**src/rtl/rv32i_lsu_pkg.sv**
```systemverilog
// Shared types and helpers for the rv32i load/store unit: FSM states, store formats,
// load funct3 codes and the alignment/legality checks used at request acceptance.
package rv32i_lsu_pkg;

  typedef enum logic [1:0] {
    IDLE   = 2'b00,
    REQ    = 2'b01,
    WAIT_R = 2'b10,
    RESP   = 2'b11
  } lsu_state_e;

  // Encoding matches memwritefrmt; 2'b11 is the illegal format and has no member.
  typedef enum logic [1:0] {
    fmt_sb = 2'b00,
    fmt_sh = 2'b01,
    fmt_sw = 2'b10
  } store_frmt;

  localparam logic [2:0] LD_LB  = 3'b000;
  localparam logic [2:0] LD_LH  = 3'b001;
  localparam logic [2:0] LD_LW  = 3'b010;
  localparam logic [2:0] LD_LBU = 3'b100;
  localparam logic [2:0] LD_LHU = 3'b101;

  // Fields of an accepted access that the unit still needs after acceptance.
  typedef struct packed {
    logic       we;
    logic [2:0] ld_op;
    logic [1:0] addr_lo;
  } lsu_req_t;

  // Access size uses the store_frmt encoding; ld_op[1:0] maps onto it for loads.
  function automatic logic lsu_misaligned(input logic [1:0] addr_lo, input logic [1:0] op);
    logic mis;
    case (op)
      fmt_sh:  mis = addr_lo[0];
      fmt_sw:  mis = |addr_lo;
      default: mis = 1'b0;
    endcase
    return mis;
  endfunction

  function automatic logic lsu_ld_illegal(input logic [2:0] ld_op);
    return (ld_op == 3'b011) || (ld_op == 3'b110) || (ld_op == 3'b111);
  endfunction

endpackage

```
**src/rtl/rv32i_lsu_if.sv**
```systemverilog
// Request/response and data-memory port bundle of the load/store unit.
// slave is the LSU's view; master is the execute stage plus data memory.
interface rv32i_lsu_if;
  logic        req_valid;
  logic        req_ready;
  logic        req_we;
  logic [2:0]  req_ld_op;
  logic [1:0]  req_st_fmt;
  logic [31:0] req_addr;
  logic [31:0] req_wdata;

  logic        resp_valid;
  logic [31:0] resp_rdata;
  logic        resp_err;

  logic        mem_req;
  logic        mem_we;
  logic [31:0] mem_addr;
  logic [3:0]  mem_be;
  logic [31:0] mem_wdata;
  logic        mem_gnt;
  logic        mem_rvalid;
  logic [31:0] mem_rdata;

  modport slave (
    input  req_valid, req_we, req_ld_op, req_st_fmt, req_addr, req_wdata,
    output req_ready,
    output resp_valid, resp_rdata, resp_err,
    output mem_req, mem_we, mem_addr, mem_be, mem_wdata,
    input  mem_gnt, mem_rvalid, mem_rdata
  );

  modport master (
    output req_valid, req_we, req_ld_op, req_st_fmt, req_addr, req_wdata,
    input  req_ready,
    input  resp_valid, resp_rdata, resp_err,
    input  mem_req, mem_we, mem_addr, mem_be, mem_wdata,
    output mem_gnt, mem_rvalid, mem_rdata
  );
endinterface

```
**src/rtl/rv32i_lsu_load_extract.sv**
```systemverilog
// Selects the addressed byte/halfword of a read word and sign- or zero-extends it
// according to the load funct3.
module rv32i_load_extract
  import rv32i_lsu_pkg::*;
(
  input  logic [2:0]  ld_op_i,
  input  logic [1:0]  addr_lo_i,
  input  logic [31:0] rdata_i,
  output logic [31:0] result_o
);

  logic [31:0] lane;

  always_comb begin
    lane     = rdata_i >> {addr_lo_i, 3'b000};
    result_o = 32'h0;
    case (ld_op_i)
      LD_LB:   result_o = {{24{lane[7]}}, lane[7:0]};
      LD_LH:   result_o = {{16{lane[15]}}, lane[15:0]};
      LD_LW:   result_o = rdata_i;
      LD_LBU:  result_o = {24'h0, lane[7:0]};
      LD_LHU:  result_o = {16'h0, lane[15:0]};
      default: result_o = 32'h0;
    endcase
  end

endmodule

```
**src/rtl/rv32i_lsu.sv**
```systemverilog
// Multi-cycle load/store unit: accepts one access in IDLE, drives a held memory request,
// waits for read data with a timeout and returns a one-cycle registered response.
module rv32i_lsu
  import rv32i_lsu_pkg::*;
#(
  parameter int unsigned TIMEOUT_CYCLES = 255
) (
  input  logic         clk,
  input  logic         rst_n,
  rv32i_lsu_if.slave   bus
);

  localparam logic [7:0] TIMEOUT = 8'(TIMEOUT_CYCLES);

  lsu_state_e  state_q, state_d;
  logic [7:0]  cnt_q, cnt_d;
  lsu_req_t    cap_q, cap_d;

  logic        req_ready_q, req_ready_d;
  logic        resp_valid_q, resp_valid_d;
  logic [31:0] resp_rdata_q, resp_rdata_d;
  logic        resp_err_q, resp_err_d;
  logic        mem_req_q, mem_req_d;
  logic        mem_we_q, mem_we_d;
  logic [31:0] mem_addr_q, mem_addr_d;
  logic [3:0]  mem_be_q, mem_be_d;
  logic [31:0] mem_wdata_q, mem_wdata_d;

  logic        accept;
  logic        illegal;
  logic        bad;
  logic [1:0]  size;
  logic [3:0]  st_be;
  logic [31:0] st_wdata;
  logic [31:0] ld_result;

  rv32i_load_extract u_extract (
    .ld_op_i   (cap_q.ld_op),
    .addr_lo_i (cap_q.addr_lo),
    .rdata_i   (bus.mem_rdata),
    .result_o  (ld_result)
  );

  // Request classification and store lane formatting, from the live request fields.
  always_comb begin
    accept  = bus.req_valid && req_ready_q;
    size    = bus.req_we ? bus.req_st_fmt : bus.req_ld_op[1:0];
    illegal = bus.req_we ? (bus.req_st_fmt == 2'b11) : lsu_ld_illegal(bus.req_ld_op);
    bad     = illegal || lsu_misaligned(bus.req_addr[1:0], size);
    case (bus.req_st_fmt)
      fmt_sb: begin
        st_be    = 4'b0001 << bus.req_addr[1:0];
        st_wdata = {4{bus.req_wdata[7:0]}};
      end
      fmt_sh: begin
        st_be    = 4'b0011 << {bus.req_addr[1], 1'b0};
        st_wdata = {2{bus.req_wdata[15:0]}};
      end
      default: begin
        st_be    = 4'b1111;
        st_wdata = bus.req_wdata;
      end
    endcase
  end

  always_comb begin
    state_d      = state_q;
    cnt_d        = cnt_q;
    cap_d        = cap_q;
    mem_we_d     = mem_we_q;
    mem_addr_d   = mem_addr_q;
    mem_be_d     = mem_be_q;
    mem_wdata_d  = mem_wdata_q;
    resp_err_d   = 1'b0;
    resp_rdata_d = 32'h0;

    case (state_q)
      IDLE: begin
        if (accept) begin
          if (bad) begin
            // Rejected accesses never reach the memory port.
            state_d    = RESP;
            resp_err_d = 1'b1;
          end else begin
            state_d       = REQ;
            cnt_d         = 8'h0;
            cap_d.we      = bus.req_we;
            cap_d.ld_op   = bus.req_ld_op;
            cap_d.addr_lo = bus.req_addr[1:0];
            mem_we_d      = bus.req_we;
            mem_addr_d    = {bus.req_addr[31:2], 2'b00};
            mem_be_d      = bus.req_we ? st_be : 4'b1111;
            mem_wdata_d   = bus.req_we ? st_wdata : 32'h0;
          end
        end
      end
      REQ: begin
        if (bus.mem_gnt) begin
          state_d = cap_q.we ? RESP : WAIT_R;
          cnt_d   = 8'h0;
        end
      end
      WAIT_R: begin
        // Read data wins over a timeout expiring on the same cycle.
        if (bus.mem_rvalid) begin
          state_d      = RESP;
          resp_rdata_d = ld_result;
        end else begin
          cnt_d = cnt_q + 8'd1;
          if (cnt_d == TIMEOUT) begin
            state_d    = RESP;
            resp_err_d = 1'b1;
          end
        end
      end
      RESP: state_d = IDLE;
      default: state_d = IDLE;
    endcase

    req_ready_d  = (state_d == IDLE);
    resp_valid_d = (state_d == RESP);
    mem_req_d    = (state_d == REQ);
  end

  always_ff @(posedge clk or negedge rst_n) begin
    if (!rst_n) begin
      state_q      <= IDLE;
      cnt_q        <= 8'h0;
      cap_q        <= '0;
      req_ready_q  <= 1'b1;
      resp_valid_q <= 1'b0;
      resp_rdata_q <= 32'h0;
      resp_err_q   <= 1'b0;
      mem_req_q    <= 1'b0;
      mem_we_q     <= 1'b0;
      mem_addr_q   <= 32'h0;
      mem_be_q     <= 4'h0;
      mem_wdata_q  <= 32'h0;
    end else begin
      state_q      <= state_d;
      cnt_q        <= cnt_d;
      cap_q        <= cap_d;
      req_ready_q  <= req_ready_d;
      resp_valid_q <= resp_valid_d;
      resp_rdata_q <= resp_rdata_d;
      resp_err_q   <= resp_err_d;
      mem_req_q    <= mem_req_d;
      mem_we_q     <= mem_we_d;
      mem_addr_q   <= mem_addr_d;
      mem_be_q     <= mem_be_d;
      mem_wdata_q  <= mem_wdata_d;
    end
  end

  assign bus.req_ready  = req_ready_q;
  assign bus.resp_valid = resp_valid_q;
  assign bus.resp_rdata = resp_rdata_q;
  assign bus.resp_err   = resp_err_q;
  assign bus.mem_req    = mem_req_q;
  assign bus.mem_we     = mem_we_q;
  assign bus.mem_addr   = mem_addr_q;
  assign bus.mem_be     = mem_be_q;
  assign bus.mem_wdata  = mem_wdata_q;

endmodule

```
**src/flat_wrapper.sv**
```systemverilog
// flat-port wrapper written by rule: the top's interface ports become plain ports
module rv32i_lsu_flat import rv32i_lsu_pkg::*;
#(
  parameter int unsigned TIMEOUT_CYCLES = 255
)
  (clk, rst_n, bus_req_valid, bus_req_we, bus_req_ld_op, bus_req_st_fmt, bus_req_addr, bus_req_wdata, bus_req_ready, bus_resp_valid, bus_resp_rdata, bus_resp_err, bus_mem_req, bus_mem_we, bus_mem_addr, bus_mem_be, bus_mem_wdata, bus_mem_gnt, bus_mem_rvalid, bus_mem_rdata);
  rv32i_lsu_if bus_i ();
  input  logic clk;
  input  logic rst_n;
  input wire logic [$bits(bus_i.req_valid)-1:0] bus_req_valid;
  input wire logic [$bits(bus_i.req_we)-1:0] bus_req_we;
  input wire logic [$bits(bus_i.req_ld_op)-1:0] bus_req_ld_op;
  input wire logic [$bits(bus_i.req_st_fmt)-1:0] bus_req_st_fmt;
  input wire logic [$bits(bus_i.req_addr)-1:0] bus_req_addr;
  input wire logic [$bits(bus_i.req_wdata)-1:0] bus_req_wdata;
  output wire logic [$bits(bus_i.req_ready)-1:0] bus_req_ready;
  output wire logic [$bits(bus_i.resp_valid)-1:0] bus_resp_valid;
  output wire logic [$bits(bus_i.resp_rdata)-1:0] bus_resp_rdata;
  output wire logic [$bits(bus_i.resp_err)-1:0] bus_resp_err;
  output wire logic [$bits(bus_i.mem_req)-1:0] bus_mem_req;
  output wire logic [$bits(bus_i.mem_we)-1:0] bus_mem_we;
  output wire logic [$bits(bus_i.mem_addr)-1:0] bus_mem_addr;
  output wire logic [$bits(bus_i.mem_be)-1:0] bus_mem_be;
  output wire logic [$bits(bus_i.mem_wdata)-1:0] bus_mem_wdata;
  input wire logic [$bits(bus_i.mem_gnt)-1:0] bus_mem_gnt;
  input wire logic [$bits(bus_i.mem_rvalid)-1:0] bus_mem_rvalid;
  input wire logic [$bits(bus_i.mem_rdata)-1:0] bus_mem_rdata;
  assign bus_i.req_valid = bus_req_valid;
  assign bus_i.req_we = bus_req_we;
  assign bus_i.req_ld_op = bus_req_ld_op;
  assign bus_i.req_st_fmt = bus_req_st_fmt;
  assign bus_i.req_addr = bus_req_addr;
  assign bus_i.req_wdata = bus_req_wdata;
  assign bus_req_ready = bus_i.req_ready;
  assign bus_resp_valid = bus_i.resp_valid;
  assign bus_resp_rdata = bus_i.resp_rdata;
  assign bus_resp_err = bus_i.resp_err;
  assign bus_mem_req = bus_i.mem_req;
  assign bus_mem_we = bus_i.mem_we;
  assign bus_mem_addr = bus_i.mem_addr;
  assign bus_mem_be = bus_i.mem_be;
  assign bus_mem_wdata = bus_i.mem_wdata;
  assign bus_i.mem_gnt = bus_mem_gnt;
  assign bus_i.mem_rvalid = bus_mem_rvalid;
  assign bus_i.mem_rdata = bus_mem_rdata;
  rv32i_lsu #(.TIMEOUT_CYCLES(TIMEOUT_CYCLES)) u_core (.clk(clk), .rst_n(rst_n), .bus(bus_i));
endmodule
```
**config.mk**
```make
export PLATFORM = sky130hd
export DESIGN_NAME = rv32i_lsu_flat
export DESIGN_NICKNAME = d
export VERILOG_FILES = /design/src/rtl/rv32i_lsu_pkg.sv /design/src/rtl/rv32i_lsu_if.sv /design/src/rtl/rv32i_lsu_load_extract.sv /design/src/rtl/rv32i_lsu.sv /design/src/flat_wrapper.sv
export SDC_FILE = /design/constraint.sdc
export NUM_CORES = 1
export LEC_CHECK = 0
export ABC_AREA = 0
export ABC_CLOCK_PERIOD_IN_PS = 3500
export CAP_MARGIN = 30
export CORE_UTILIZATION = 48
export DETAILED_ROUTE_END_ITERATION = 16
export GPL_ROUTABILITY_DRIVEN = 0
export HOLD_SLACK_MARGIN = 0.05
export PLACE_DENSITY = 0.85
export SLEW_MARGIN = 0
export SYNTH_ARGS = -nofsm -noshare
export SYNTH_HDL_FRONTEND = slang
export SYNTH_SLANG_ARGS = --single-unit
```
**constraint.sdc**
```tcl
create_clock -name clk -period 3.5 [get_ports clk]
set_clock_uncertainty 0.15 [all_clocks]
set_input_delay 0.35 -clock clk [delete_from_list [all_inputs] [get_ports clk]]
set_output_delay 0.35 -clock clk [all_outputs]
set_load 0.02 [all_outputs]
```
======== Yosys cells after proc, flatten, opt, wreduce, memory -nomap -nowiden ========
Index checks and enable logic that the tools add are counted.
storage, ports and cells
  logic and storage cells ................. 78
  bits of input ports ..................... 107
  output and inout bits ................... 105
  register bits ........................... 118
operators by class
  eq/ne operators ......................... 21
  reductions and logical operators ........ 12
  shift operators ......................... 3
  muxes and demuxes ....................... 27
  add/subtract/negate cells ............... 1
  bitwise logic cells ..................... 1
operators with widths
  kind                   number
  $pmux W32 S5           1
  $mux W32               3
  $pmux W32 S2           1
  $mux W8                4
  $shr A32 B5 Y16        1
  $pmux W8 S3            1
  $eq A3 B3 Y1 const B   4
  $mux W2                6
  $eq A2 B2 Y1 const B   5
  $add A8 B1 Y8 const B  1
  $eq A2 B1 Y1 const B   4
  $eq A8 B8 Y1 const B   1
  $pmux W2 S4            1
  $pmux W4 S2            1
  $eq A3 B2 Y1 const B   2
  $logic_not A2 Y1       3
  $mux W1                6
  $ne A2 B2 Y1 const B   3
  $reduce_and A5 Y1      1
  $mux W4                1
  $pmux W1 S2            2
  $shl A1 B2 Y4 const A  1
  $shl A2 B2 Y4 const A  1
  $eq A3 B1 Y1 const B   1
  other kinds (8)        10

======== Longest topological paths before layout ========
  word-level depth ........................ 9
  depth in mapped cells ................... 13
  depth with buffers taken out ............ 8

======== Cells and area by module ========
A second synthesis with hierarchy kept.
second synthesis, totals
  cell total of the unflattened synthesis .. 655
  area total of the unflattened synthesis .. 6017.0 um^2
modules (own cells, without submodules)
  module              cells each  instances  seq. area each (um^2)  area an instance (um^2)
  rv32i_lsu           541         1          2954.1                 5180.0
  rv32i_load_extract  114         1          0.0                    837.1

======== Least setup slack after synthesis ========
OpenSTA, ideal clock, no wires.
  kind .................................... input port to flip-flop
  from .................................... input port bus_req_st_fmt[0]
  to ...................................... register u_core.mem_wdata_q[31] (netlist: u_core.bus.mem_wdata[31])
  setup time .............................. 118 ps
  data required time ...................... 3232 ps
  arrival ................................. 2073 ps
  path buffers ............................ 4
  cell stages on the path ................. 10
  path slack .............................. 1160 ps
  cell sequence ........................... buf_1 mux2i_1 ha_1 a21o_1 and3_1 clkbuf_1 buf_2 buf_2 nand3_1 nand2_1
between the ends
  word-level cells in the longest chain between the ends .. 6
  elaborated cells between the ends (all ways) .. 13
  classes of those cells .................. eq/ne: 4; mux: 5; bitwise: 1; reduce/logical: 3
RTL lines
  what                                                 RTL line             RTL
  from (decl)                                          flat_wrapper.sv:13   input wire logic [$bits(bus_i.req_st_fmt)-1:0] bus_req_st_fmt;
  $mux W2                                              rv32i_lsu.sv:47      size = bus.req_we ? bus.req_st_fmt : bus.req_ld_op[1:0];
  $eq A2 B2 Y1 / $eq A2 B1 Y1 (equally long branches)  rv32i_lsu_pkg.sv:35  case (op)
  $pmux W1 S2                                          rv32i_lsu_pkg.sv:35
  $logic_or A1 B1 Y1                                   rv32i_lsu.sv:49      bad = illegal || lsu_misaligned(bus.req_addr[1:0], size);
  $not A1 Y1 (no source line)                          n/a
  $reduce_and A3 Y1 (no source line)                   n/a
  to (signal assigned)                                 rv32i_lsu.sv:151     mem_wdata_q <= mem_wdata_d;
  to (decl)                                            rv32i_lsu.sv:27      logic [31:0] mem_wdata_q, mem_wdata_d;
Parallel ways exist; a longest one is shown, timed or not.
A chain may end at the register's enable or synchronous reset.

======== Worst setup path after layout ========
  from .................................... input port bus_req_we
  to ...................................... register u_core.cnt_q[4]
between the ends
  word-level cells in the longest chain between the ends .. 6
  elaborated cells between the ends (all ways) .. 8
  classes of those cells .................. eq/ne: 3; mux: 3; reduce/logical: 2
RTL lines
  what                                                 RTL line             RTL
  from (decl)                                          flat_wrapper.sv:11   input wire logic [$bits(bus_i.req_we)-1:0] bus_req_we;
  $mux W2                                              rv32i_lsu.sv:47
  $eq A2 B2 Y1 / $eq A2 B1 Y1 (equally long branches)  rv32i_lsu_pkg.sv:35
  $pmux W1 S2                                          rv32i_lsu_pkg.sv:35
  $logic_or A1 B1 Y1 (*)                               rv32i_lsu.sv:49
  $ne A2 B2 Y1 (no source line) (*)                    n/a
  $reduce_and A5 Y1 (no source line) (*)               n/a
  to (signal assigned)                                 rv32i_lsu.sv:141     cnt_q <= cnt_d;
  to (decl)                                            rv32i_lsu.sv:16      logic [7:0] cnt_q, cnt_d;
Mark *: on every way between the ends. The rest lies on a longest branch, timed or not.

==> flow_summary.ini <==
[run_status]
status = finished clean

[final_layout]
area_growth_pct = 50.0
drive_above_1_share = 0.0824
finalInstanceArea_mm2 = 0.00846
n_antenna_cell = 0
layout.nets = 935
final_cells = 980

[placed_design]
place_inst = 947
port_buffers = 209
pre_cts_ws_ns = 0.500
placed_area_mm2 = 0.00786
dp_hpwl_mm = 11.9

[logic_synthesis]
ys_seq_area_frac = 0.524
ys_ff_latch = 118
ys_warn_count = 0
synth_commonest_cells = nand2_1, dfrtp_1, a21oi_1, nand3_1, o21ai_0
synth.top_cell.area_share = 0.519
async_flop_share = 1.00
syn_inst = 626
synthFlopType = dfrtp_1
synth_area_leaders = dfrtp_1, nand2_1, a21oi_1, nand3_1, mux2i_1
syn_area_per_cell_um2 = 9.01
synth_most_common_cell = nand2_1
syn_area_mm2 = 0.00564
synth-edff-count = 0
synth_top_area_cell = dfrtp_1
synth.distinct_cells = 49

[hold_path]
worstHoldPathType = input port to flop
min_from = bus_req_addr[10]
whs_path_depth = 3
min_to = u_core.bus.mem_addr[10]

[floorplanning]
initial_utilization = 0.494
fp.dieW_um = 110
num_rows = 39
dieArea_mm2 = 0.0122
core_area_mm2 = 0.0114
ioPinCount = 212
die_y_um = 110

[worst_setup_path]
path_max_fanout = 7
arrival_ns = 2.79
reg2regPathDepth = 5
reg2reg_slack_ns = 1.22
crit_type = input port to flop
cp-start-kind = input port
rr_endpoint = u_core.bus.resp_rdata[28]
end_kind = flop
regToRegStartpoint = u_core.cap_q[1]
required_ns = 3.70

[clocking]
clock-sinks = 118
worstSkewPairLatency_ns = 0.42
clk_root_buffer_cell = clkbuf_16
cts_tree = built
clkTransAtPathRegs_ns = 0.05
htree_num_levels = 4
numCtsBuffers = 17
cts_resized = 0
clockBufferDepth = 2
postCtsSetupRepairBufs = 0
ctsHoldBuffers = 1

[sta]
tightest_slew_ns = 0.760
setup_slack_ns = 0.905
relSlewSlack = 0.492
fin_crit_ns = 2.60
maxSlewViolCount = 0
hold_violations = 0
setup_viol = 0
tns_ns = 0
fmax_ghz = 0.385
rsz0062_at_grt = no
period_share = 0.742

[power]
p_per_area_mw_per_mm2 = 797
p_sw_frac = 0.374
power_frac_comb = 0.426
ir_drop_v = 0.000574
cellLeakagePower_nw = 3.83
p_total_w = 0.00674
clockPowerShare = 0.256
intPower_w = 0.00422
p_switching_w = 0.00252
seq_power_share = 0.318

[route]
wl_per_cell_um = 17.2
routed_wl_mm = 16.9
drtIter0Drc = 315
remaining_drc_errors = 0
viasPerCell = 5.46
ant_nets = 0
first_pass_iters = 5
vias = 5349

[run]
timing.max_cap.violations = 0

[grt]
grt_pass1_wl_mm = 26.5
grt_pass1_vias = 5487
grt_max_degree = 63
track_usage = 0.290
grt-ovfl-total = 0
antenna_found_initial = 0
state kept, by name, indices dropped and copies added (netlist names):
| register | cells |
|---|---|
| u_core.bus.mem_addr | 30 |
| u_core.bus.mem_be | 4 |
| u_core.bus.mem_req | 1 |
| u_core.bus.mem_wdata | 32 |
| u_core.bus.req_ready | 1 |
| u_core.bus.resp_err | 1 |
| u_core.bus.resp_rdata | 32 |
| u_core.bus.resp_valid | 1 |
| u_core.cap_q | 6 |
| u_core.cnt_q | 8 |
| u_core.state_q | 2 |
final cells by class:
cell class                      count  area, um^2
Tap cell                          143         179
Fill cell                         816        2960
Clock inverter                      8        96.3
Multi-Input combinational cell    459        2480
Inverter                            6        22.5
Sequential cell                   118        2950
Timing Repair Buffer              222        2240
Clock buffer                       24         492
cells in the final DEF (no fill, tap or decap), types with 2 or more instances in the layout:
cell type        instances
clkbuf_8                 4
mux2_2                  16
nor2_1                  18
o21ai_0                 27
a31oi_1                  5
nand3_1                 37
buf_4                    9
nor2b_1                 14
clkinv_2                 4
bufinv_16                2
xnor2_1                  3
nand2_1                216
clkbuf_16               17
inv_1                    6
o21bai_1                 2
a211oi_1                14
o21a_1                   2
or4_1                    2
buf_12                   4
nand2b_1                 4
a22oi_1                  8
mux2i_1                 18
and3b_1                  2
ha_1                     4
o31ai_1                  2
conb_1                   2
a22o_1                   3
clkbuf_1                 3
clkdlybuf4s50_1        208
a21oi_1                 38
dfrtp_1                117
worst max path at each step:
stage,cells after the start,to,from
after CTS,10,u_core.bus.mem_addr[22],bus_req_we
after global placement,10,u_core.bus.mem_wdata[21],bus_req_we
after floorplan,10,u_core.bus.mem_wdata[31],bus_req_st_fmt[0]
after global routing,10,u_core.bus.mem_wdata[17],bus_req_we
final,8,u_core.cnt_q[4],bus_req_we
after detailed placement,10,u_core.bus.mem_addr[26],bus_req_we
cells by family (layout without fill, tap and decap cells):
| logic type | count (synthesis) | count (layout) | synth area share |
|---|---|---|---|
| multiplexers | 35 | 35 | 0.0679 |
| XOR/XNOR | 3 | 3 | 0.00466 |
| other | 1 | 2 | 0.000665 |
| adder cells (fa/ha/maj) | 4 | 4 | 0.00888 |
| flip-flops | 118 | 118 | 0.524 |
| buffers and inverters | 50 | 260 | 0.0395 |
| AND/OR/NAND/NOR | 304 | 304 | 0.231 |
| AO/OA/AOI/OAI | 111 | 111 | 0.124 |
metrics by stage:
stage                     hold slack, ns   util
after CTS                          0.299  0.741
after global placement             0.300  0.689
after global routing               0.315  0.741
final                              0.308  0.741
after floorplan                  -0.0956      -
after detailed placement           0.305  0.689
critical path, stage by stage:
cell	delay, ns
clkdlybuf4s50_1	0.61
mux2i_1	0.31
inv_1	0.07
ha_1	0.29
a21oi_1	0.16
nor2_1	0.09
a311oi_1	0.64
a22o_1	0.27
routing by layer:
metal  up-vias  track usage  wire length, um
met1      2554        0.336             6340
met2       254        0.486             8630
met5         -            0                0
li1       2502            -                -
met3        39       0.0952             1500
met4         0        0.131              431
power groups by stage:
stage               sequential (W)  combinational (W)  clock (W)
floorplan                  0.00261            0.00106          0
global placement           0.00213            0.00277          0
detailed placement         0.00215            0.00285          0
CTS                        0.00214            0.00287    0.00174
global route               0.00220            0.00310    0.00179
finish                     0.00215            0.00287    0.00172
(Power assumes the default switching activity.)
